**src/rtl/pipeline_types.sv**
```systemverilog
// Shared pipeline types: bus word and the uncached data-port FSM states.
package pipeline_types;

  typedef logic [31:0] bus32_t;

  typedef enum logic [2:0] {
    IDLE    = 3'd0,
    RD_REQ  = 3'd1,
    RD_WAIT = 3'd2,
    WR_REQ  = 3'd3,
    WR_RESP = 3'd4,
    RESP    = 3'd5
  } uncache_state_t;

endpackage

```
**src/rtl/mem_dcache.sv**
```systemverilog
// Execute-stage to data-port request channel.
interface mem_dcache;
  import pipeline_types::*;

  logic       valid;
  logic       uncache_en;
  logic       op;
  bus32_t     virtual_addr;
  bus32_t     wdata;
  logic [3:0] wstrb;
  logic       tlb_excp_cancel_req;
  logic       addr_ok;
  logic       data_ok;
  bus32_t     rdata;

  modport master (
    output valid, uncache_en, op, virtual_addr,
    output wdata, wstrb, tlb_excp_cancel_req,
    input  addr_ok, data_ok, rdata
  );

  modport slave (
    input  valid, uncache_en, op, virtual_addr,
    input  wdata, wstrb, tlb_excp_cancel_req,
    output addr_ok, data_ok, rdata
  );

endinterface

```
**src/rtl/dcache_uncache_port.sv**
```systemverilog
// Uncached data port: one outstanding single-word load/store on the data bus.
module dcache_uncache_port
  import pipeline_types::*;
(
  input  logic             clk,
  input  logic             rst,
  mem_dcache.slave         dcache_slave,
  input  logic             flush,
  output logic             rd_req,
  output bus32_t           rd_addr,
  input  logic             rd_rdy,
  input  logic             ret_valid,
  input  bus32_t           ret_data,
  output logic             wr_req,
  output bus32_t           wr_addr,
  output bus32_t           wr_data,
  output logic [3:0]       wr_strb,
  input  logic             wr_rdy,
  input  logic             wr_done
);

  uncache_state_t state_q, state_d;
  bus32_t         addr_q, addr_d;
  bus32_t         wdata_q, wdata_d;
  logic [3:0]     wstrb_q, wstrb_d;
  bus32_t         rdata_q, rdata_d;
  logic           cancel_q, cancel_d;
  logic           req;
  logic           accept;

  assign req = (dcache_slave.valid | dcache_slave.uncache_en)
             & ~dcache_slave.tlb_excp_cancel_req;
  assign accept = (state_q == IDLE) & req & ~flush;

  assign dcache_slave.addr_ok = accept;
  assign dcache_slave.data_ok = (state_q == RESP) & ~cancel_q;
  assign dcache_slave.rdata   = rdata_q;

  assign rd_req  = (state_q == RD_REQ);
  assign rd_addr = {addr_q[31:2], 2'b00};
  assign wr_req  = (state_q == WR_REQ);
  assign wr_addr = addr_q;
  assign wr_data = wdata_q;
  assign wr_strb = wstrb_q;

  always_comb begin
    state_d  = state_q;
    addr_d   = addr_q;
    wdata_d  = wdata_q;
    wstrb_d  = wstrb_q;
    rdata_d  = rdata_q;
    cancel_d = cancel_q;
    if (state_q != IDLE && flush) cancel_d = 1'b1;
    unique case (state_q)
      IDLE: begin
        if (accept) begin
          addr_d   = dcache_slave.virtual_addr;
          wdata_d  = dcache_slave.wdata;
          wstrb_d  = dcache_slave.wstrb;
          cancel_d = 1'b0;
          state_d  = dcache_slave.op ? WR_REQ : RD_REQ;
        end
      end
      RD_REQ:  if (rd_rdy) state_d = RD_WAIT;
      RD_WAIT: begin
        if (ret_valid) begin
          rdata_d = ret_data;
          state_d = RESP;
        end
      end
      WR_REQ:  if (wr_rdy) state_d = WR_RESP;
      WR_RESP: if (wr_done) state_d = RESP;
      RESP:    state_d = IDLE;
      default: state_d = IDLE;
    endcase
  end

  always_ff @(posedge clk) begin
    if (rst) begin
      state_q  <= IDLE;
      addr_q   <= '0;
      wdata_q  <= '0;
      wstrb_q  <= '0;
      rdata_q  <= '0;
      cancel_q <= 1'b0;
    end else begin
      state_q  <= state_d;
      addr_q   <= addr_d;
      wdata_q  <= wdata_d;
      wstrb_q  <= wstrb_d;
      rdata_q  <= rdata_d;
      cancel_q <= cancel_d;
    end
  end

endmodule
```
**src/flat_wrapper.sv**
```systemverilog
// flat-port wrapper written by rule: the top's interface ports become plain ports
module dcache_uncache_port_flat import pipeline_types::*;
  (clk, rst, flush, rd_req, rd_addr, rd_rdy, ret_valid, ret_data, wr_req, wr_addr, wr_data, wr_strb, wr_rdy, wr_done, dcache_slave_valid, dcache_slave_uncache_en, dcache_slave_op, dcache_slave_virtual_addr, dcache_slave_wdata, dcache_slave_wstrb, dcache_slave_tlb_excp_cancel_req, dcache_slave_addr_ok, dcache_slave_data_ok, dcache_slave_rdata);
  mem_dcache dcache_slave_i ();
  input  logic clk;
  input  logic rst;
  input  logic flush;
  output logic rd_req;
  output bus32_t rd_addr;
  input  logic rd_rdy;
  input  logic ret_valid;
  input  bus32_t ret_data;
  output logic wr_req;
  output bus32_t wr_addr;
  output bus32_t wr_data;
  output logic [3:0] wr_strb;
  input  logic wr_rdy;
  input  logic wr_done;
  input wire logic [$bits(dcache_slave_i.valid)-1:0] dcache_slave_valid;
  input wire logic [$bits(dcache_slave_i.uncache_en)-1:0] dcache_slave_uncache_en;
  input wire logic [$bits(dcache_slave_i.op)-1:0] dcache_slave_op;
  input wire logic [$bits(dcache_slave_i.virtual_addr)-1:0] dcache_slave_virtual_addr;
  input wire logic [$bits(dcache_slave_i.wdata)-1:0] dcache_slave_wdata;
  input wire logic [$bits(dcache_slave_i.wstrb)-1:0] dcache_slave_wstrb;
  input wire logic [$bits(dcache_slave_i.tlb_excp_cancel_req)-1:0] dcache_slave_tlb_excp_cancel_req;
  output wire logic [$bits(dcache_slave_i.addr_ok)-1:0] dcache_slave_addr_ok;
  output wire logic [$bits(dcache_slave_i.data_ok)-1:0] dcache_slave_data_ok;
  output wire logic [$bits(dcache_slave_i.rdata)-1:0] dcache_slave_rdata;
  assign dcache_slave_i.valid = dcache_slave_valid;
  assign dcache_slave_i.uncache_en = dcache_slave_uncache_en;
  assign dcache_slave_i.op = dcache_slave_op;
  assign dcache_slave_i.virtual_addr = dcache_slave_virtual_addr;
  assign dcache_slave_i.wdata = dcache_slave_wdata;
  assign dcache_slave_i.wstrb = dcache_slave_wstrb;
  assign dcache_slave_i.tlb_excp_cancel_req = dcache_slave_tlb_excp_cancel_req;
  assign dcache_slave_addr_ok = dcache_slave_i.addr_ok;
  assign dcache_slave_data_ok = dcache_slave_i.data_ok;
  assign dcache_slave_rdata = dcache_slave_i.rdata;
  dcache_uncache_port u_core (.clk(clk), .rst(rst), .dcache_slave(dcache_slave_i), .flush(flush), .rd_req(rd_req), .rd_addr(rd_addr), .rd_rdy(rd_rdy), .ret_valid(ret_valid), .ret_data(ret_data), .wr_req(wr_req), .wr_addr(wr_addr), .wr_data(wr_data), .wr_strb(wr_strb), .wr_rdy(wr_rdy), .wr_done(wr_done));
endmodule
```
**config.mk**
```make
export PLATFORM = sky130hd
export DESIGN_NAME = dcache_uncache_port_flat
export DESIGN_NICKNAME = d
export VERILOG_FILES = /design/src/rtl/pipeline_types.sv /design/src/rtl/mem_dcache.sv /design/src/rtl/dcache_uncache_port.sv /design/src/flat_wrapper.sv
export SDC_FILE = /design/constraint.sdc
export NUM_CORES = 1
export LEC_CHECK = 0
export BUFFER_PORTS_ARGS = -buffer_cell sky130_fd_sc_hd__buf_2
export CAP_MARGIN = 40
export CORE_UTILIZATION = 43
export DETAILED_ROUTE_END_ITERATION = 7
export PLACE_DENSITY = 0.81
export SYNTH_ARGS = -nofsm -noshare
export SYNTH_HDL_FRONTEND = slang
export SYNTH_SLANG_ARGS = --single-unit
```
**constraint.sdc**
```tcl
create_clock -name clk -period 2.75 [get_ports clk]
set_clock_uncertainty 0.05 [all_clocks]
set_input_delay 0.6875 -clock clk [delete_from_list [all_inputs] [get_ports clk]]
set_output_delay 0.6875 -clock clk [all_outputs]
set_load 0.01 [all_outputs]
```
* Word-level counts from Yosys, hierarchy flattened *
Index checks and enable logic that the tools add are counted.
Widths: inputs -> output; s select.

storage, ports and cells
  register bits = 104
  output and inout port bits = 136

operators by class
  equal/unequal tests = 10
  multiplexer cells = 10
  bitwise logic cells = 8
  reduce and logical (&&, ||, !) cells = 6

operator list
  cell                count
  $mux 3              5
  $pmux 3 s5          1
  $eq 3x2->1 const B  2
  $eq 3x3->1 const B  2
  $ne 2x2->1 const B  3
  $reduce_and 5->1    1
  $and 1x1->1         4
  $ne 2x1->1 const B  2
  $reduce_and 2->1    2
  $eq 3x1->1 const B  1
  $logic_not 3->1     1
  $mux 1              3
  $not 1->1           3
  $reduce_bool 3->1   1
  $mux 2              1
  $logic_and 1x1->1   1
  $or 1x1->1          1

* Logic depth before layout (Yosys ltp) *
Gate-level depths: netlist of run 1.

  depth after elaboration = 6
  mapped depth = 9
  gate-level depth less buffers = 5

* Worst setup path before layout of run 1 *
OpenSTA, ideal clock, no wires.

  path kind = input to output
  start point = input dcache_slave_tlb_excp_cancel_req
  end point = output dcache_slave_addr_ok
  arrival = 1.602 ns
  required time = 2.013 ns
  slack = 0.411 ns
  stages on the path = 4
  buffers on the path = 2
  cell sequence = or4_1 > buf_2 > clkinv_2 > buf_2

on the way
  word-level cells in the longest chain between the ends = 4

ends and longest elaborated chain
  item                      line                       RTL
  start, declared           flat_wrapper.sv:25         input wire logic [$bits(dcache_slave_i.tlb_excp_cancel_req)-1:0] dcache_slave_tlb_excp_cancel_req;
  $not 1->1                 dcache_uncache_port.sv:32  & ~dcache_slave.tlb_excp_cancel_req;
  $and 1x1->1               dcache_uncache_port.sv:32
  $and 1x1->1 (2 in a row)  dcache_uncache_port.sv:33  assign accept = (state_q == IDLE) & req & ~flush;
  end, declared             flat_wrapper.sv:26         output wire logic [$bits(dcache_slave_i.addr_ok)-1:0] dcache_slave_addr_ok;

No other way between the ends.

* Worst setup path after layout of run 1 *
  start point = register u_core.state_q[2]
  end point = output dcache_slave_addr_ok

on the way
  word-level cells in the longest chain between the ends = 3

ends and longest elaborated chain
  item                      line                       RTL
  start, declared           dcache_uncache_port.sv:22  uncache_state_t state_q, state_d;
  start signal, assigned    dcache_uncache_port.sv:87  state_q <= state_d;
  $logic_not 3->1           dcache_uncache_port.sv:33
  $and 1x1->1 (2 in a row)  dcache_uncache_port.sv:33

No other way between the ends.

==> results_dict.tcl, run 1 <==
set metrics [dict create \
    drive_gt1_share_pct 38.6 \
    grt_max_degree 70 \
    cts_sinks 104 \
    p_switching_mw 1.22 \
    wl_per_cell_um 12.5 \
    timing.slew.headroom_pct 54.8 \
    worstSkewPairLatency_ns 0.36 \
    fin_setup_tns_ns 0 \
    min_period_over_period_pct 96.7 \
    drc 36 \
    placement.cell_area_um2 4960 \
    critPathKind "reg -> out" \
    fp.dieW_um 97.8 \
    hpwl_mm 7.30 \
    cts_tree "yes" \
    synth.cell_area_um2 3940 \
    grt_pass1_wl_mm 16.4 \
    p_leak_nw 2.47 \
    crit_required_ns 2.01 \
    max-vdd-ir-drop_mv 0.378 \
    sw_frac_of_total_pct 33.4 \
    tightestPinTransition_ns 0.678 \
    fin_nets 808 \
    ff2ff_path_depth 5 \
    violations "design-rule violations" \
    die_area_um2 9560 \
    rows 34 \
    synthDistinctLibCells 27 \
    r2r_start "u_core.state_q[2]$_SDFFE_PP0P_" \
    cts_max_level 3 \
    io_pins 247 \
    drt_pass1_iterations 6 \
    ys_seq_area_share_pct 52.8 \
    stdcell_area_um2 5140 \
    slowest_delay_ns 0.58 \
    start_util_pct 44.8 \
    status "complete, but fails checks" \
    grt_pass1_vias 3708 \
    worstSetupEndpointType "output pin" \
    min_delay_worst_endpoint "u_core.wr_data[25]$_SDFFE_PP0P_" \
    hold_violations 0 \
    die_y_um 97.8 \
    cts_buffers 9 \
    p_int_mw 2.44 \
    gp_congestion 0.813 \
    comb_power_share_pct 26.7 \
    cp_slowest_cell "or4_2" \
    sequential_cell_area_um2 2090 \
    max_clock_freq_ghz 0.376 \
    synthFlopType "dfxtp_1" \
    synthArstFlopShare_pct 0 \
    routed_wl_mm 10.2 \
    clkPwrFrac_pct 24.0 \
    avgSynthCellArea_um2 7.81 \
    start_kind "flop" \
    multi_input_area_um2 1440 \
    diodes 0 \
    min-delay-start "u_core.wr_data[25]$_SDFFE_PP0P_" \
    cp_max_fo 9 \
    yosysWarnings 0 \
    cts_root_buf "clkbuf_8" \
    fillers 778 \
    hold_class "reg -> reg" \
    port_buffers 244 \
    synthCells 505 \
    grtUsageTotal_pct 21.1 \
    grt_setup_unrepaired "false" \
    clk_path_buf_depth 2 \
    drtIter0Drc 117 \
    core_um2 8810 \
    post-route-min-period_ns 2.66 \
    post_cts_buffers 0 \
    maxCapViolCount 0 \
    power_density_nw_per_um2 713 \
    r2r_end "u_core.wr_strb[1]$_SDFFE_PP0P_" \
    r2r_setup_slack_ns 0.59 \
    worstPathCellList "or3_4 -> or4_2 -> clkinv_2 -> buf_2" \
    hold_depth 2 \
    arrival_ns 1.92 \
    setup_viol 0 \
    report.final.slew_viol_count 0 \
    grt_overflow_total 0 \
    clkTransAtPathRegs_ns 0.09 \
    synth_seq_cells 104 \
    vias 3875 \
    synth-edff-count 0 \
    antenna_found_initial 0 \
    ant_nets 0 \
    cts_hold_buffers 0 \
    area_growth_pct 30.3 \
    p_seq_share_pct 49.3 \
    viasPerCell 4.78 \
]
==> synth_stat cells (2+ instances only) <==
cell type	n	area share, %
nand2_1	200	19
buf_4	32	6.1
a21oi_1	102	13
clkbuf_1	24	2.3
mux2i_1	2	0.51
nor2_1	3	0.29
dfxtp_1	104	53
inv_1	2	0.19
nor3_1	4	0.51
nand3_1	2	0.25
buf_2	9	1.1
and3_1	2	0.32
nand2b_1	2	0.32
buf_6	3	0.86
o31ai_1	2	0.38
==> registers in the layout, summed over array words and instances (netlist names) <==
signal	cells
u_core.cancel_q	1
u_core.dcache_slave.rdata	32
u_core.state_q	3
u_core.wr_addr	32
u_core.wr_data	32
u_core.wr_strb	4
==> cell usage in the layout, fill, tap and decap left out, types with 2 or more instances in the layout <==
master,instances
nor3_1,4
inv_6,3
conb_1,2
buf_4,4
inv_1,2
mux2i_1,2
o31ai_1,2
buf_12,2
clkbuf_8,10
and3_1,2
nor2_1,3
nand3_1,2
clkinv_2,4
buf_2,243
dfxtp_1,101
dfxtp_2,3
a21oi_1,102
nand2_1,200
nand2b_1,2
==> final cells by class <==
class / count / area share (%)
timing repair buffer: 249 / 25.0
tap: 108 / 2.63
sequential: 104 / 40.6
clock buffer: 10 / 2.68
multi-input combinational: 330 / 28.0
inverter: 3 / 0.243
clock inverter: 6 / 0.804
==> layer usage <==
layer / track usage, % / vias to the layer above / wire [um]
li1: - / 1960 / -
met1: 22.2 / 1721 / 3960
met2: 38.2 / 175 / 5030
met3: 7.02 / 19 / 971
met4: 9.56 / 0 / 195
met5: 0 / - / 0
==> power groups by stage <==
stage	sequential, mW	combinational [mW]	clock (mW)
6_report	1.81	0.977	0.880
3_3_place_gp	1.82	0.951	0
5_1_grt	1.83	1.08	0.968
3_5_place_dp	1.84	0.977	0
4_1_cts	1.80	0.979	0.917
2_1_floorplan	1.87	0.628	0
==> worst max path at each step <==
stage / start / slack, ns / endpoint
5_1_grt: u_core.state_q[2]$_SDFFE_PP0P_ / 0.02 / dcache_slave_addr_ok
3_5_place_dp: dcache_slave_tlb_excp_cancel_req / 0.30 / dcache_slave_addr_ok
4_1_cts: u_core.state_q[2]$_SDFFE_PP0P_ / 0.02 / dcache_slave_addr_ok
3_3_place_gp: dcache_slave_tlb_excp_cancel_req / 0.32 / dcache_slave_addr_ok
6_report: u_core.state_q[2]$_SDFFE_PP0P_ / 0.09 / dcache_slave_addr_ok
2_1_floorplan: dcache_slave_tlb_excp_cancel_req / 0.41 / dcache_slave_addr_ok
==> cells by family after synthesis <==
group | synth area share, %
AO/OA/AOI/OAI | 14.3
buffers and inverters | 10.8
flip-flops | 52.8
multiplexers | 0.508
other | 0.0951
AND/OR/NAND/NOR | 21.5
==> critical path: cells and delay by family (launching register included) <==
family	cells	cell delay [ns]
flip-flops	1	0.37
AND/OR/NAND/NOR	2	0.98
buffers and inverters	2	0.23
==> repair_timing <==
item	CTS	global route
resized for setup	0	3
setup endpoints to repair	0	1
hold endpoints to repair	0	0
==> metrics by stage <==
stage               power [mW]  cells  hold WS (ns)  worst slack [ns]  utilization, %
global placement          2.77    794         0.388             0.316            56.3
CTS                       3.70    810         0.408            0.0167            58.3
finish                    3.66    810         0.406            0.0903            58.4
floorplan                 2.50    506         0.417             0.411               -
global route              3.88    810         0.423            0.0151            58.4
detailed placement        2.81    794         0.394             0.300            56.3
Note: power is estimated with default switching activity, not from simulation.
==> run 2: changes to the inputs <==
--- a/config.mk
+++ b/config.mk
@@ -7,6 +7,7 @@
 export LEC_CHECK = 0
 export BUFFER_PORTS_ARGS = -buffer_cell sky130_fd_sc_hd__buf_2
 export CAP_MARGIN = 40
+export CORE_ASPECT_RATIO = 1.75
 export CORE_UTILIZATION = 43
 export DETAILED_ROUTE_END_ITERATION = 7
 export PLACE_DENSITY = 0.81
==> run 2 against run 1 <==
Net effect: the run now ends clean; power up 8.0%; wire length fell by 0.32%; sequential power barely moved; non-clock buffer count grew 1; largest power group unchanged; maximum frequency up 0.37%; utilization rose by 1.5 points; die area is 0.15% higher; sequential share of layout area shrank 0.95 points.
==> results_dict.tcl, run 2 (synthesis results as in run 1) <==
set metrics [dict create \
    start_util_pct 44.9 \
    rows 45 \
    hold_depth 2 \
    drc 0 \
    dr.max_layer_used "met4" \
    arrival_ns 1.91 \
    tightestPinTransition_ns 0.682 \
    critPathKind "reg -> out" \
    hpwl_mm 7.45 \
    wl_met1_mm 3.76 \
    report.final.slew_viol_count 0 \
    power.total_mw 3.96 \
    core_um2 8780 \
    r2r_start "u_core.state_q[1]$_SDFFE_PP0P_" \
    cp_max_fo 12 \
    fillers 807 \
    fp.dieW_um 74.4 \
    max-vdd-ir-drop_mv 0.546 \
    ff2ff_path_depth 5 \
    clk_path_buf_depth 2 \
    max_clock_freq_ghz 0.377 \
    min_delay_worst_endpoint "u_core.wr_data[29]$_SDFFE_PP0P_" \
    wl_met3_um 653 \
    cts_root_buf "clkbuf_16" \
    cts_buffers 9 \
    area_growth_pct 33.3 \
    status "completed" \
    post-route-min-period_ns 2.65 \
    cts_hold_buffers 0 \
    hold_violations 0 \
    io_pins 247 \
    worstPathCellList "or3_4 -> or4_2 -> clkinv_2 -> buf_2" \
    r2r_end "u_core.cancel_q$_SDFF_PP0_" \
    grt_max_degree 70 \
    min-delay-start "u_core.wr_data[29]$_SDFFE_PP0P_" \
    whs_ns 0.401 \
    die_y_um 129 \
    power_density_nw_per_um2 753 \
    cts_max_level 3 \
    ant_nets 0 \
    setup_viol 0 \
    cp_slowest_cell "or4_2" \
    routed_wl_mm 10.1 \
    maxCapViolCount 0 \
    grt_pass1_wl_mm 15.3 \
    hold_class "reg -> reg" \
    grt_setup_unrepaired "false" \
    layout_common_cells "buf_2, nand2_1, dfxtp_1" \
    antenna_found_initial 0 \
    die_area_um2 9570 \
    routed-wl-met2_mm 5.57 \
    grt_overflow_total 0 \
    final_common_cell "buf_2" \
    cts-resized-gates 0 \
    p_leak_nw 2.51 \
    worstSkewPairLatency_ns 0.33 \
    gp_congestion 0.810 \
    slowest_delay_ns 0.58 \
    port_buffers 244 \
    crit_required_ns 2.01 \
    drive_gt1_share_pct 38.4 \
    fin_setup_tns_ns 0 \
    cts_sinks 104 \
    cts_tree "yes" \
    fin_nets 809 \
    clkTransAtPathRegs_ns 0.07 \
    drtIter0Drc 148 \
    worstSetupEndpointType "output pin" \
    diodes 0 \
    grt_pass1_vias 3651 \
    post_cts_buffers 0 \
    vias 3944 \
    viasPerCell 4.81 \
    drt_pass1_iterations 4 \
    timing.slew.headroom_pct 54.5 \
    wl_per_cell_um 12.3 \
    r2r_setup_slack_ns 0.59 \
    grtUsageTotal_pct 20.4 \
    min_period_over_period_pct 96.4 \
    start_kind "flop" \
]
-- run 2: changes by cell type in the layout (fill, tap and decap cells not counted), sizes merged --
cell / change
clkinvlp: +3
buf: +1
clkbuf: -1
clkinv: -1
inv: -1
-- run 2: worst max path at each step --
| stage | from | to | slack [ns] | cells after the start |
|---|---|---|---|---|
| global placement | dcache_slave_tlb_excp_cancel_req | dcache_slave_addr_ok | 0.31 | 4 |
| detailed placement | dcache_slave_tlb_excp_cancel_req | dcache_slave_addr_ok | 0.31 | 4 |
| CTS | u_core.state_q[2]$_SDFFE_PP0P_ | dcache_slave_addr_ok | 0.05 | 4 |
| finish | u_core.state_q[1]$_SDFFE_PP0P_ | dcache_slave_addr_ok | 0.1 | 4 |
| global route | u_core.state_q[1]$_SDFFE_PP0P_ | dcache_slave_addr_ok | 0.02 | 4 |
| floorplan | dcache_slave_tlb_excp_cancel_req | dcache_slave_addr_ok | 0.41 | 4 |
-- run 2: worst max-delay path: cells and delay by family, from the launching register on --
family / cells / cell delay, ns
AND/OR/NAND/NOR: 2 / 0.96
flip-flops: 1 / 0.41
buffers and inverters: 2 / 0.23
-- run 2: metal layers --
metal | vias to the layer above | track usage, %
met5 | - | 0
met4 | 0 | 8.44
met3 | 11 | 5.01
met2 | 168 | 38.8
met1 | 1792 | 20.0
li1 | 1973 | -
-- run 2: power by group --
part	switching, mW	total (mW)	internal [mW]
sequential	0.126	1.81	1.68
combinational	0.573	0.970	0.397
clock	0.560	1.18	0.620
total	1.26	3.96	2.70
-- run 2: layout make-up --
cell class	instances	area (um2)	share of cell area, %
multi-input cells	330	1440	27.4
well taps	117	146	2.79
inverters	3	12.5	0.238
clock inverters	7	53.8	1.02
flip-flops and latches	104	2080	39.6
repair buffers	250	1290	24.6
clock buffers	9	225	4.29
-- run 2: stage by stage --
| stage | cell area (um2) | std cells | worst slack (ns) | utilization [%] |
|---|---|---|---|---|
| detailed placement | 4970 | 804 | 0.306 | 56.6 |
| floorplan | 3950 | 506 | 0.411 | - |
| finish | 5260 | 820 | 0.100 | 59.8 |
| global placement | 4970 | 804 | 0.309 | 56.6 |
| CTS | 5250 | 820 | 0.0524 | 59.8 |
| global route | 5260 | 820 | 0.0239 | 59.8 |
==> run 3: changes to the inputs <==
==> constraint.sdc (replaced) <==
create_clock -name clk -period 2.75 [get_ports clk]
set_clock_uncertainty 0.05 [all_clocks]
set_input_delay 0.1375 -clock clk [delete_from_list [all_inputs] [get_ports clk]]
set_output_delay 0.1375 -clock clk [all_outputs]
set_load 0.01 [all_outputs]
==> run 3 against run 2 <==
Net effect: register-to-register slack got worse by 0.15 ns; critical endpoint unchanged; combinational power rose by 13%; first-iteration DRC count up 2.0%; hold slack worse by 0.39 ns; non-clock buffer count is 96 higher; worst setup slack gained 0.28 ns.
==> results_dict.tcl, run 3 (synthesis results as in run 1) <==
set metrics [dict create \
    arrival_ns 2.18 \
    rows 45 \
    grt_pass1_wl_mm 19.2 \
    final_common_cell "buf_2" \
    fin_setup_tns_ns 0 \
    start_kind "flop" \
    comb_power_share_pct 26.1 \
    sw_frac_of_total_pct 31.3 \
    stdcell_area_um2 6230 \
    power.total_mw 4.24 \
    wl_per_cell_um 13.7 \
    power_density_nw_per_um2 679 \
    viasPerCell 4.91 \
    core_um2 8780 \
    drive_gt1_share_pct 33.8 \
    status "completed" \
    timing.slew.headroom_pct 46.0 \
    sequential_cell_area_um2 2080 \
    clk_path_buf_depth 2 \
    worstPathCellList "or3_4 -> or4_2 -> clkinv_2 -> buf_2" \
    cp_max_fo 21 \
    drt_pass1_iterations 4 \
    start_util_pct 44.9 \
    finalWorstSetupSlack_ns 0.379 \
    hold_violations 0 \
    slowest_delay_ns 0.58 \
    worstSetupEndpointType "output pin" \
    grtUsageTotal_pct 25.8 \
    clkTransAtPathRegs_ns 0.07 \
    ant_nets 0 \
    cts_sinks 104 \
    die_y_um 129 \
    dp_slack_ns 0.532 \
    diodes 0 \
    hold_class "in -> reg" \
    p_leak_nw 2.93 \
    cp_slowest_cell "or4_2" \
    p_int_mw 2.91 \
    path_buf_inv 2 \
    crit_required_ns 2.56 \
    gp_congestion 0.833 \
    drc 0 \
    max_clock_freq_ghz 0.422 \
    drtIter0Drc 151 \
    fp.dieW_um 74.4 \
    critPathKind "reg -> out" \
    multi_input_area_um2 1440 \
    grt_max_degree 84 \
    routed_wl_mm 12.6 \
    setup_viol 0 \
    antenna_found_initial 0 \
    hpwl_mm 7.40 \
    tightestPinTransition_ns 0.811 \
    area_growth_pct 58.1 \
    worstSkewPairLatency_ns 0.34 \
    p_seq_share_pct 42.8 \
    p_switching_mw 1.32 \
    die_area_um2 9570 \
    post-route-min-period_ns 2.37 \
    critPathTopFamily "simple AND/OR/NAND/NOR gates" \
    cts_tree "yes" \
    report.final.slew_viol_count 0 \
    vias 4497 \
    grt_setup_unrepaired "false" \
    layout_common_cells "buf_2, nand2_1, dfxtp_1" \
    io_pins 247 \
    whs_ns 0.00877 \
    cts_max_level 3 \
    clkPwrFrac_pct 31.2 \
    fin_nets 905 \
    min_period_over_period_pct 86.2 \
    grt_overflow_total 0 \
    fillers 603 \
    grt_pass1_vias 4409 \
    maxCapViolCount 0 \
    placement.cell_area_um2 4970 \
    max-vdd-ir-drop_mv 0.481 \
    post_cts_buffers 0 \
    cts_buffers 9 \
    cts_root_buf "clkbuf_16" \
    port_buffers 244 \
]
[run 3: cell type report]
cell class | instances | area share, %
clock buffers | 10 | 3.83
clock inverters | 6 | 1.20
inverters | 3 | 0.201
multi-input cells | 330 | 23.1
flip-flops and latches | 104 | 33.4
well taps | 117 | 2.35
repair buffers | 346 | 35.9
[run 3: tightest hold or removal path: cells and delay by family]
family / cells / cell delay (ns)
buffers and inverters: 1 / 0.11
AOI/OAI and AO/OA: 1 / 0.05
and+or+nand+nor: 1 / 0.05
[run 3: timing repair]
item	in CTS	in global routing
endpoints found under the hold margin	95	0
gates resized for setup	0	0
hold buffers	95	0
[run 3: path summary, 6_finish.rpt]
kind | depth (start not counted) | slack [ns] | endpoint | from
worst max register to register | 6 | 0.44 | u_core.wr_addr[29]$_SDFFE_PP0P_ | u_core.state_q[2]$_SDFFE_PP0P_
worst max-delay path | 4 | 0.38 | dcache_slave_addr_ok | u_core.state_q[2]$_SDFFE_PP0P_
worst min register to register | 2 | 0.40 | u_core.dcache_slave.rdata[8]$_SDFFE_PP0P_ | u_core.dcache_slave.rdata[8]$_SDFFE_PP0P_
worst min-delay path | 3 | 0.009 | u_core.dcache_slave.rdata[7]$_SDFFE_PP0P_ | ret_data[7]
[run 3: metrics by stage]
step / std cells / util, %
global route: 916 / 71.0
floorplan: 506 / -
global placement: 805 / 56.6
CTS: 916 / 71.0
detailed placement: 805 / 56.6
finish: 916 / 71.0
[run 3: power groups by stage]
stage / Clock [mW] / Combinational (mW) / Sequential (mW)
CTS: 1.35 / 1.08 / 1.81
global route: 1.41 / 1.21 / 1.84
floorplan: 0 / 0.628 / 1.87
detailed placement: 0 / 0.971 / 1.84
global placement: 0 / 0.951 / 1.83
finish: 1.32 / 1.10 / 1.81
[run 3: routing by layer]
metal  vias up  share of wire, %  track usage (%)
li1       2167                 -                -
met1      2049                35             24.4
met2       228                54             46.7
met3        53               6.9             7.52
met4         0               4.2             16.2
met5         -                 0                0
